File: config.mk
export PLATFORM = sky130hd
export DESIGN_NAME = ram_arbiter_flat
export DESIGN_NICKNAME = d
export VERILOG_FILES = /design/src/rtl/ram_arb_pkg.sv /design/src/rtl/ram_arb_if.sv /design/src/rtl/ram_arb_wdog.sv /design/src/rtl/ram_arbiter.sv /design/src/flat_wrapper.sv
export SDC_FILE = /design/constraint.sdc
export NUM_CORES = 1
export LEC_CHECK = 0
export CORE_MARGIN = 2
export CORE_UTILIZATION = 37
export DETAILED_ROUTE_END_ITERATION = 10
export GPL_TIMING_DRIVEN = 0
export PLACE_DENSITY = 0.75
export SLEW_MARGIN = 20
export SYNTH_ARGS = -nofsm -noshare
export SYNTH_HDL_FRONTEND = slang
export SYNTH_SLANG_ARGS = --single-unit
File: constraint.sdc
create_clock -name clk -period 1.3 [get_ports clk]
set_input_delay 0.195 -clock clk [delete_from_list [all_inputs] [get_ports clk]]
set_output_delay 0.195 -clock clk [all_outputs]
set_load 0.005 [all_outputs]
File: src/rtl/ram_arb_pkg.sv
// Shared types and constants for the instruction-RAM arbiter.
package ram_arb_pkg;

  localparam int AW_DEF = 16;
  localparam int DW_DEF = 16;

  localparam logic PORT0 = 1'b0;
  localparam logic PORT1 = 1'b1;

  typedef enum logic [1:0] {
    IDLE,
    ISSUE,
    WAIT
  } state_t;

endpackage

File: src/rtl/ram_arb_if.sv
// Requester pair plus RAM side of the arbiter; master = requesters/RAM, slave = arbiter.
interface ram_arb_if
  import ram_arb_pkg::*;
#(
  parameter int AW = AW_DEF,
  parameter int DW = DW_DEF
);

  logic          m0_req;
  logic [AW-1:0] m0_addr;
  logic          m0_gnt;
  logic [DW-1:0] m0_data;
  logic          m0_valid;
  logic          m0_err;

  logic          m1_req;
  logic [AW-1:0] m1_addr;
  logic          m1_gnt;
  logic [DW-1:0] m1_data;
  logic          m1_valid;
  logic          m1_err;

  logic [AW-1:0] ram_addr;
  logic          ram_en;
  logic [DW-1:0] ram_data;
  logic          ram_valid;

  modport master (
    output m0_req, m0_addr, m1_req, m1_addr, ram_data, ram_valid,
    input  m0_gnt, m0_data, m0_valid, m0_err,
    input  m1_gnt, m1_data, m1_valid, m1_err,
    input  ram_addr, ram_en
  );

  modport slave (
    input  m0_req, m0_addr, m1_req, m1_addr, ram_data, ram_valid,
    output m0_gnt, m0_data, m0_valid, m0_err,
    output m1_gnt, m1_data, m1_valid, m1_err,
    output ram_addr, ram_en
  );

endinterface

File: src/rtl/ram_arb_wdog.sv
// WAIT-state watchdog: start reloads and arms, clear disarms, expire flags the TIMEOUT-th cycle.
module ram_arb_wdog #(
  parameter int TIMEOUT = 255
) (
  input  logic clk,
  input  logic rst,
  input  logic start,
  input  logic clear,
  output logic expire
);

  localparam int CW = $clog2(TIMEOUT + 1);

  logic [CW-1:0] cnt;
  logic          run;

  // expire is high during the cycle that completes TIMEOUT armed cycles
  assign expire = run && (cnt == CW'(TIMEOUT - 1));

  always_ff @(posedge clk) begin
    if (!rst) begin
      cnt <= '0;
      run <= 1'b0;
    end else if (start) begin
      cnt <= '0;
      run <= 1'b1;
    end else if (clear) begin
      cnt <= '0;
      run <= 1'b0;
    end else if (run && !expire) begin
      cnt <= cnt + 1'b1;
    end
  end

endmodule

File: src/rtl/ram_arbiter.sv
// Round-robin arbiter sharing one instruction RAM between two requesters; RAM_ARB_TIMEOUT_EN adds a WAIT watchdog.
// Latency: gnt/ram_en one cycle after the request is sampled in IDLE; response L+1 cycles after gnt.
// Backpressure: requests held until gnt; the non-owner stays pending while a transaction is in flight.
module ram_arbiter
  import ram_arb_pkg::*;
#(
  parameter int AW      = AW_DEF,
  parameter int DW      = DW_DEF,
  parameter int TIMEOUT = 255
) (
  input logic      clk,
  input logic      rst,
  ram_arb_if.slave bus
);

  state_t        state;
  logic          owner;
  logic          rr_ptr;
  logic          pick;
  logic          expire;
  logic [AW-1:0] addr_r;
  logic          en_r;
  logic          gnt0_r, gnt1_r;
  logic          vld0_r, vld1_r;
  logic          err0_r, err1_r;
  logic [DW-1:0] dat0_r, dat1_r;

  always_comb begin
    pick = PORT0;
    if (bus.m0_req && bus.m1_req) pick = rr_ptr;
    else if (bus.m1_req)          pick = PORT1;
  end

`ifdef RAM_ARB_TIMEOUT_EN
  ram_arb_wdog #(
    .TIMEOUT (TIMEOUT)
  ) u_wdog (
    .clk    (clk),
    .rst    (rst),
    .start  (state == ISSUE),
    .clear  ((state == WAIT) && (bus.ram_valid || expire)),
    .expire (expire)
  );
`else
  // WAIT is unbounded; TIMEOUT only matters when the watchdog is built
  assign expire = (TIMEOUT < 0);
`endif

  always_ff @(posedge clk) begin
    if (!rst) begin
      state  <= IDLE;
      owner  <= PORT0;
      rr_ptr <= PORT0;
      addr_r <= '0;
      en_r   <= 1'b0;
      gnt0_r <= 1'b0;
      gnt1_r <= 1'b0;
      vld0_r <= 1'b0;
      vld1_r <= 1'b0;
      err0_r <= 1'b0;
      err1_r <= 1'b0;
      dat0_r <= '0;
      dat1_r <= '0;
    end else begin
      en_r   <= 1'b0;
      gnt0_r <= 1'b0;
      gnt1_r <= 1'b0;
      vld0_r <= 1'b0;
      vld1_r <= 1'b0;
      err0_r <= 1'b0;
      err1_r <= 1'b0;
      case (state)
        IDLE: begin
          if (bus.m0_req || bus.m1_req) begin
            owner  <= pick;
            addr_r <= (pick == PORT1) ? bus.m1_addr : bus.m0_addr;
            gnt0_r <= (pick == PORT0);
            gnt1_r <= (pick == PORT1);
            en_r   <= 1'b1;
            state  <= ISSUE;
          end
        end
        ISSUE: state <= WAIT;
        WAIT: begin
          // a real response on the expiry cycle takes precedence over the timeout
          if (bus.ram_valid || expire) begin
            if (owner == PORT0) begin
              vld0_r <= 1'b1;
              err0_r <= !bus.ram_valid;
              dat0_r <= bus.ram_valid ? bus.ram_data : '0;
            end else begin
              vld1_r <= 1'b1;
              err1_r <= !bus.ram_valid;
              dat1_r <= bus.ram_valid ? bus.ram_data : '0;
            end
            rr_ptr <= ~owner;
            state  <= IDLE;
          end
        end
        default: state <= IDLE;
      endcase
    end
  end

  assign bus.m0_gnt   = gnt0_r;
  assign bus.m0_data  = dat0_r;
  assign bus.m0_valid = vld0_r;
  assign bus.m0_err   = err0_r;
  assign bus.m1_gnt   = gnt1_r;
  assign bus.m1_data  = dat1_r;
  assign bus.m1_valid = vld1_r;
  assign bus.m1_err   = err1_r;
  assign bus.ram_addr = addr_r;
  assign bus.ram_en   = en_r;

endmodule

File: src/flat_wrapper.sv
// flat-port wrapper written by rule: the top's interface ports become plain ports
module ram_arbiter_flat import ram_arb_pkg::*;
#(
  parameter int AW      = AW_DEF,
  parameter int DW      = DW_DEF,
  parameter int TIMEOUT = 255
)
  (clk, rst, bus_m0_req, bus_m0_addr, bus_m1_req, bus_m1_addr, bus_ram_data, bus_ram_valid, bus_m0_gnt, bus_m0_data, bus_m0_valid, bus_m0_err, bus_m1_gnt, bus_m1_data, bus_m1_valid, bus_m1_err, bus_ram_addr, bus_ram_en);
  ram_arb_if #(.AW(AW), .DW(DW)) bus_i ();
  input logic clk;
  input logic rst;
  input wire logic [$bits(bus_i.m0_req)-1:0] bus_m0_req;
  input wire logic [$bits(bus_i.m0_addr)-1:0] bus_m0_addr;
  input wire logic [$bits(bus_i.m1_req)-1:0] bus_m1_req;
  input wire logic [$bits(bus_i.m1_addr)-1:0] bus_m1_addr;
  input wire logic [$bits(bus_i.ram_data)-1:0] bus_ram_data;
  input wire logic [$bits(bus_i.ram_valid)-1:0] bus_ram_valid;
  output wire logic [$bits(bus_i.m0_gnt)-1:0] bus_m0_gnt;
  output wire logic [$bits(bus_i.m0_data)-1:0] bus_m0_data;
  output wire logic [$bits(bus_i.m0_valid)-1:0] bus_m0_valid;
  output wire logic [$bits(bus_i.m0_err)-1:0] bus_m0_err;
  output wire logic [$bits(bus_i.m1_gnt)-1:0] bus_m1_gnt;
  output wire logic [$bits(bus_i.m1_data)-1:0] bus_m1_data;
  output wire logic [$bits(bus_i.m1_valid)-1:0] bus_m1_valid;
  output wire logic [$bits(bus_i.m1_err)-1:0] bus_m1_err;
  output wire logic [$bits(bus_i.ram_addr)-1:0] bus_ram_addr;
  output wire logic [$bits(bus_i.ram_en)-1:0] bus_ram_en;
  assign bus_i.m0_req = bus_m0_req;
  assign bus_i.m0_addr = bus_m0_addr;
  assign bus_i.m1_req = bus_m1_req;
  assign bus_i.m1_addr = bus_m1_addr;
  assign bus_i.ram_data = bus_ram_data;
  assign bus_i.ram_valid = bus_ram_valid;
  assign bus_m0_gnt = bus_i.m0_gnt;
  assign bus_m0_data = bus_i.m0_data;
  assign bus_m0_valid = bus_i.m0_valid;
  assign bus_m0_err = bus_i.m0_err;
  assign bus_m1_gnt = bus_i.m1_gnt;
  assign bus_m1_data = bus_i.m1_data;
  assign bus_m1_valid = bus_i.m1_valid;
  assign bus_m1_err = bus_i.m1_err;
  assign bus_ram_addr = bus_i.ram_addr;
  assign bus_ram_en = bus_i.ram_en;
  ram_arbiter #(.AW(AW), .DW(DW), .TIMEOUT(TIMEOUT)) u_core (.clk(clk), .rst(rst), .bus(bus_i));
endmodule
==> key figures, run 1 <==
Timing
  • Slew @ Worst Pin: 0.526 ns
  • Final setup TNS: 0 ns
  • Setup Skew: 0.00467 ns
  • Relative slew slack: 0.649
  • Max Slew Vio Count: 0
  • RSZ-0062 raised after global routing: yes
  • Final period util: 0.954
  • Final min period: 1.24 ns
  • Final setup fails: 0
  • Fmax: 0.806 GHz
  • Final Hold Vio Count: 0
  • Min setup slack post-route: 0.0599 ns

CTS
  • CTS tree: yes
  • CTS clk-pin slew, worst paths: 0.07 ns
  • Num CTS Buffers: 9
  • Clock buffer depth: 2
  • Clock root cell: clkbuf_8
  • # clock sinks: 59
  • H-tree level count: 3
  • Post-CTS Hold Fix Bufs: 0
  • Worst-skew pair later-pin latency: 0.34 ns

Synth
  • Seq/Total Area, Yosys: 0.503
  • Yosys reg bits: 59
  • Mean Syn Cell Area: 9.25 um^2
  • Synth Instances: 254
  • Synth Warn #: 0
  • Yosys cell types: 29
  • Synthesized cell area: 0.00235 mm^2

Placement
  • DP HPWL: 4770 um
  • RePlAce Congestion: 0.712
  • Post-Place Worst Slack: -0.471 ns
  • PortBufs: 105
  • Placement Cell Area: 0.00350 mm^2

Global route
  • Global-route wire length before repair: 10900 um
  • Initial antenna violation count: 0
  • Tot GR Track Use: 0.194
  • Largest net degree at the start of global routing: 13
  • Via count of the first global-routing pass: 2330
  • Global route overflow: 0

Status
  • Status: completed

Setup path
  • Crit Path Class: flip-flop to flip-flop
  • Required @ worst endpoint: 1.53 ns
  • CP startpoint kind: flip-flop
  • Crit. End Element: flip-flop
  • Reg-to-reg slack, setup: 0.06 ns
  • Worst Path Arrival: 1.47 ns
  • Crit path max fanout: 10

Die
  • Core Rows: 29
  • Die height: 83.7 um
  • Die area: 0.00700 mm^2
  • CORE AREA: 0.00624 mm^2
  • I/O Pins: 108
  • Initial Util: 0.377
  • Die width: 83.7 um

Power and ir drop
  • Clk pwr share: 0.412
  • Leakage power: 1.74 nW
  • Combinational power share: 0.160
  • PD cells: 1210 mW/mm^2
  • P_int: 3.42 mW
  • Net Sw Frac: 0.251
  • Sequential fraction of design power: 0.429
  • Worst VDD drop: 0.596 mV
  • Total net switching power: 1.14 mW

Route
  • Avg Vias per Cell: 5.21
  • WL per Instance: 14.9 um
  • Post-route ant nets: 0
  • # DRC: 0
  • Via count: 2361
  • Drt pass-1 iters: 4
  • Initial DRC count: 52
  • Final wirelength: 6740 um

Min path
  • HP Class: primary input to flip-flop

Finish
  • Nets: 424
  • Design Area, Final: 0.00378 mm^2
  • Layout cell share with drive strength beyond 1: 0.170
  • Most frequent cells in the layout: dlygate4sd2_1, clkdlybuf4s50_1, dfxtp_1
  • Area delta synth->final: 60.8%
  • Fill cell count: 560
  • Commonest non-fill, non-tap cell in the layout: dlygate4sd2_1
  • Ant diodes: 0

Flow run
  • MaxCap Viol Count: 0
==> timing repair <==
| item | in CTS | in global routing |
|---|---|---|
| endpoints found under the setup margin | 103 | 47 |
| setup buffers | 2 | 0 |
| resized for setup | 88 | 20 |
| endpoints found under the hold margin | 0 | 0 |
| pin swaps | 2 | 0 |
==> critical path, stage by stage, from the launching register on <==
cell	delay, ns
dfxtp_1	0.32
nand2b_4	0.18
buf_6	0.15
and3_1	0.18
o311a_1	0.29
==> state kept, by name, indices dropped and copies added (netlist names) <==
name	count
u_core.bus.m1_gnt	1
u_core.bus.m1_valid	1
u_core.bus.m1_data	16
u_core.bus.ram_addr	16
u_core.owner	1
u_core.bus.m0_data	16
u_core.bus.m0_gnt	1
u_core.bus.ram_en	1
u_core.bus.m0_valid	1
u_core.state	2
u_core.bus.m0_err	1
u_core.bus.m1_err	1
u_core.rr_ptr	1
==> kinds of logic after synthesis <==
kind of cell           Yosys count  synth area share
muxes                            1           0.00426
DFF                             59             0.503
and+or+nand+nor                 82             0.178
AOI/OAI and AO/OA               84             0.261
buffers and inverters           27            0.0522
other                            1           0.00160
==> power by group through the flow <==
stage	registers (mW)	clock network, mW	logic (mW)
3_3_place_gp	1.99	0	0.748
5_1_grt	1.97	1.98	0.791
2_1_floorplan	2.00	0	0.343
4_1_cts	1.95	1.90	0.715
3_5_place_dp	1.99	0	0.752
6_report	1.96	1.88	0.728
==> layout make-up <==
| class | count | area, um^2 | share of cell area |
|---|---|---|---|
| Clock buffer | 9 | 124 | 0.0328 |
| Inverter | 1 | 3.75 | 0.000994 |
| Clock inverter | 7 | 101 | 0.0268 |
| Multi-Input combinational cell | 169 | 1080 | 0.287 |
| Buffer | 24 | 164 | 0.0434 |
| Tap cell | 77 | 96.3 | 0.0255 |
| Sequential cell | 59 | 1200 | 0.319 |
| Timing Repair Buffer | 107 | 1000 | 0.265 |
==> synth_stat cells (all sizes together) <==
| master | n | area, um^2 |
|---|---|---|
| o21bai | 16 | 154 |
| a21boi | 16 | 120 |
| nand4bb | 1 | 11.3 |
| nand3 | 33 | 165 |
| buf | 11 | 61.3 |
| nand4b | 1 | 8.76 |
| nand3b | 1 | 7.51 |
| nor3 | 1 | 5.00 |
| nor2 | 8 | 32.5 |
| dfxtp | 59 | 1180 |
| nor3b | 1 | 7.51 |
| mux2i | 1 | 10.0 |
| conb | 1 | 3.75 |
| clkbuf | 15 | 57.6 |
| a21oi | 2 | 10.0 |
| o311a | 16 | 160 |
| or2 | 1 | 6.26 |
| clkinv | 1 | 3.75 |
| nand2 | 18 | 67.6 |
| and3 | 16 | 100 |
| nand2b | 1 | 6.26 |
| o21ai | 34 | 170 |
==> path summary, 6_finish.rpt <==
kind | start | end | cells past startpoint
max | u_core.rr_ptr | u_core.bus.ram_addr[3] | 4
min | rst | u_core.bus.m1_data[8] | 3
max reg2reg | u_core.rr_ptr | u_core.bus.ram_addr[3] | 4
min reg2reg | u_core.rr_ptr | u_core.rr_ptr | 2
==> metal layers <==
metal | global-route usage | share of wire | vias up
li1 | - | - | 1157
met1 | 0.233 | 0.43 | 1098
met2 | 0.317 | 0.46 | 98
met3 | 0.0781 | 0.091 | 8
met4 | 0.0616 | 0.010 | 0
met5 | 0 | 0 | -
==> stage by stage <==
step | instances | hold slack, ns | total power [mW] | utilization
after floorplan | 255 | 0.352 | 2.34 | -
after detailed placement | 437 | 0.449 | 2.75 | 0.561
after global routing | 453 | 0.229 | 4.74 | 0.605
after CTS | 454 | 0.223 | 4.56 | 0.599
after global placement | 437 | 0.450 | 2.74 | 0.561
final | 453 | 0.217 | 4.56 | 0.605
Power figures use the tool's default switching activity.
==> run 2: changes to the inputs <==
- CORE_ASPECT_RATIO: default -> 0.9
==> key figures, run 2 (synthesized netlist as in run 1, its figures left out) <==
CTS
  • Num CTS Buffers: 9 (unchanged)
  • Clock root cell: clkbuf_8
  • CTS clk-pin slew, worst paths: 0.07 ns (about the same)
  • CTS tree: yes
  • H-tree level count: 3 (unchanged)
  • Worst-skew pair later-pin latency: 0.34 ns (about the same)
  • Clock buffer depth: 2 (unchanged)
  • # clock sinks: 59 (unchanged)
  • Post-CTS Hold Fix Bufs: 0 (unchanged)

Global route
  • Global route overflow: 0 (unchanged)
  • Initial antenna violation count: 0 (unchanged)
  • Global-route wire length before repair: 11200 um (+3.0%)
  • Tot GR Track Use: 0.207 (+0.0133)
  • Via count of the first global-routing pass: 2378 (+2.1%)
  • Largest net degree at the start of global routing: 11 (-2)

Setup path
  • Critical path's largest stage delay: 0.37 ns (+0.05 ns)
  • Crit path max fanout: 17 (+7)
  • CP startpoint kind: flip-flop
  • Slowest CP cell: dfxtp_4
  • Cell Chain, Critical Path: or2_1 > buf_4 > o21bai_1 > o311a_1
  • Crit Path Class: flip-flop to flip-flop
  • Crit. End Element: flip-flop
  • Required @ worst endpoint: 1.57 ns (+0.04 ns)
  • Worst Path Arrival: 1.53 ns (+0.06 ns)

Route
  • Final wirelength: 6960 um (+3.2%)
  • # DRC: 0 (unchanged)
  • Post-route ant nets: 0 (unchanged)
  • Avg Vias per Cell: 5.18 (-0.55%)
  • Via count: 2405 (+1.9%)
  • WL per Instance: 15.0 um (+0.76%)
  • Initial DRC count: 96 (+85%)
  • Drt pass-1 iters: 4 (unchanged)

Die
  • Die area: 0.00700 mm^2 (about the same)
  • Die width: 88 um (+5.1%)
  • Die height: 79.6 um (-4.9%)
  • Core Rows: 27 (-6.9%)
  • CORE AREA: 0.00611 mm^2 (-2.0%)
  • Initial Util: 0.384 (+0.00778)
  • I/O Pins: 108 (unchanged)

Timing
  • Final min period: 1.26 ns (+0.0176 ns)
  • Max Slew Vio Count: 0 (unchanged)
  • Final setup TNS: 0 ns (unchanged)
  • RSZ-0062 raised after global routing: yes
  • Final setup fails: 0 (unchanged)
  • Fin Hold WS: 0.220 ns (+0.00288 ns)
  • Setup Skew: 0.00619 ns (+0.00152 ns)
  • Final period util: 0.967 (+0.0135)
  • Fmax: 0.795 GHz (-1.4%)
  • Final Hold Vio Count: 0 (unchanged)

Finish
  • Layout cell share with drive strength beyond 1: 0.156 (-0.0137)
  • Fill cell count: 543 (-3.0%)
  • Final Non-Filler Cells: 464 (+2.4%)
  • Ant diodes: 0 (unchanged)
  • Commonest non-fill, non-tap cell in the layout: dlygate4sd2_1
  • Most frequent cells in the layout: dlygate4sd2_1, clkdlybuf4s50_1, dfxtp_1
  • Nets: 425 (+0.24%)
  • Post-layout util: 0.619 (+0.0141)
  • Area delta synth->final: 61.2%
  • Design Area, Final: 0.00379 mm^2 (+0.26%)

Flow run
  • MaxCap Viol Count: 0 (unchanged)

Status
  • Status: completed

Power and ir drop
  • Worst VDD drop: 0.579 mV (-2.8%)
  • PD cells: 1250 mW/mm^2 (+3.8%)
  • Leakage power: 1.75 nW (+0.55%)

Placement
  • DP HPWL: 5000 um (+4.9%)
  • Placement Cell Area: 0.00351 mm^2 (+0.36%)
  • PortBufs: 105 (unchanged)
  • RePlAce Congestion: 0.808 (+14%)
  • Placed Cells: 447 (+2.3%)

Min path
  • HP Class: primary input to flip-flop
## run 2: cell types whose count changed in the layout (fill, tap and decap cells not counted), sizes merged
| cell | delta |
|---|---|
| dlygate4sd2 | -1 |
| bufinv | +1 |
| clkinvlp | -2 |
| inv | -1 |
| buf | +3 |
| clkdlybuf4s50 | +1 |
## run 2: routing by layer
layer  vias up  share of wire  GRT usage
met5         -              0          0
met4         0          0.021     0.0908
met3        16          0.096     0.0641
met2       114           0.45      0.339
met1      1121           0.43      0.249
li1       1154              -          -
## run 2: final cells by class
type	instances	area (um^2)	area share
buffer	24	159	0.0420
clock buffer	11	141	0.0373
clock inverter	5	100	0.0264
inverter	1	3.75	0.000991
multi-input combinational	169	1070	0.282
sequential	59	1200	0.316
tap	87	109	0.0287
timing repair buffer	108	1010	0.266
## run 2: worst max-delay path, delay by kind of cell, from the launching register on
kind	cells	cell delay, ns
AOI/OAI and AO/OA	2	0.38
DFF	1	0.37
and+or+nand+nor	1	0.23
buffers and inverters	1	0.21
## run 2: power by group
part / switching, mW / internal (mW)
Sequential: 0.0491 / 1.91
Clock: 0.734 / 1.32
Combinational: 0.314 / 0.426
## run 2: stage by stage
stage	setup slack, ns	power [mW]
finish	0.0423	4.75
global placement	-0.467	2.75
floorplan	0.0955	2.34
detailed placement	-0.468	2.75
global route	-0.0333	4.93
CTS	0.00242	4.78
## run 2: repair_timing
action | CTS | global route
pin swaps | 2 | 0
buffers inserted | 1 | 2
cloned | 0 | 0
endpoints found under the setup margin | 104 | 31
gates resized for setup | 85 | 16
## run 2: path summary, 6_finish.rpt
path | start | end | slack [ns] | cells after the start
max reg2reg | u_core.state[1] | u_core.bus.ram_addr[15] | 0.04 | 4
min | rst | u_core.bus.m1_data[8] | 0.22 | 3
min reg2reg | u_core.bus.m1_data[4] | u_core.bus.m1_data[4] | 0.47 | 2
max | u_core.state[1] | u_core.bus.ram_addr[15] | 0.04 | 4
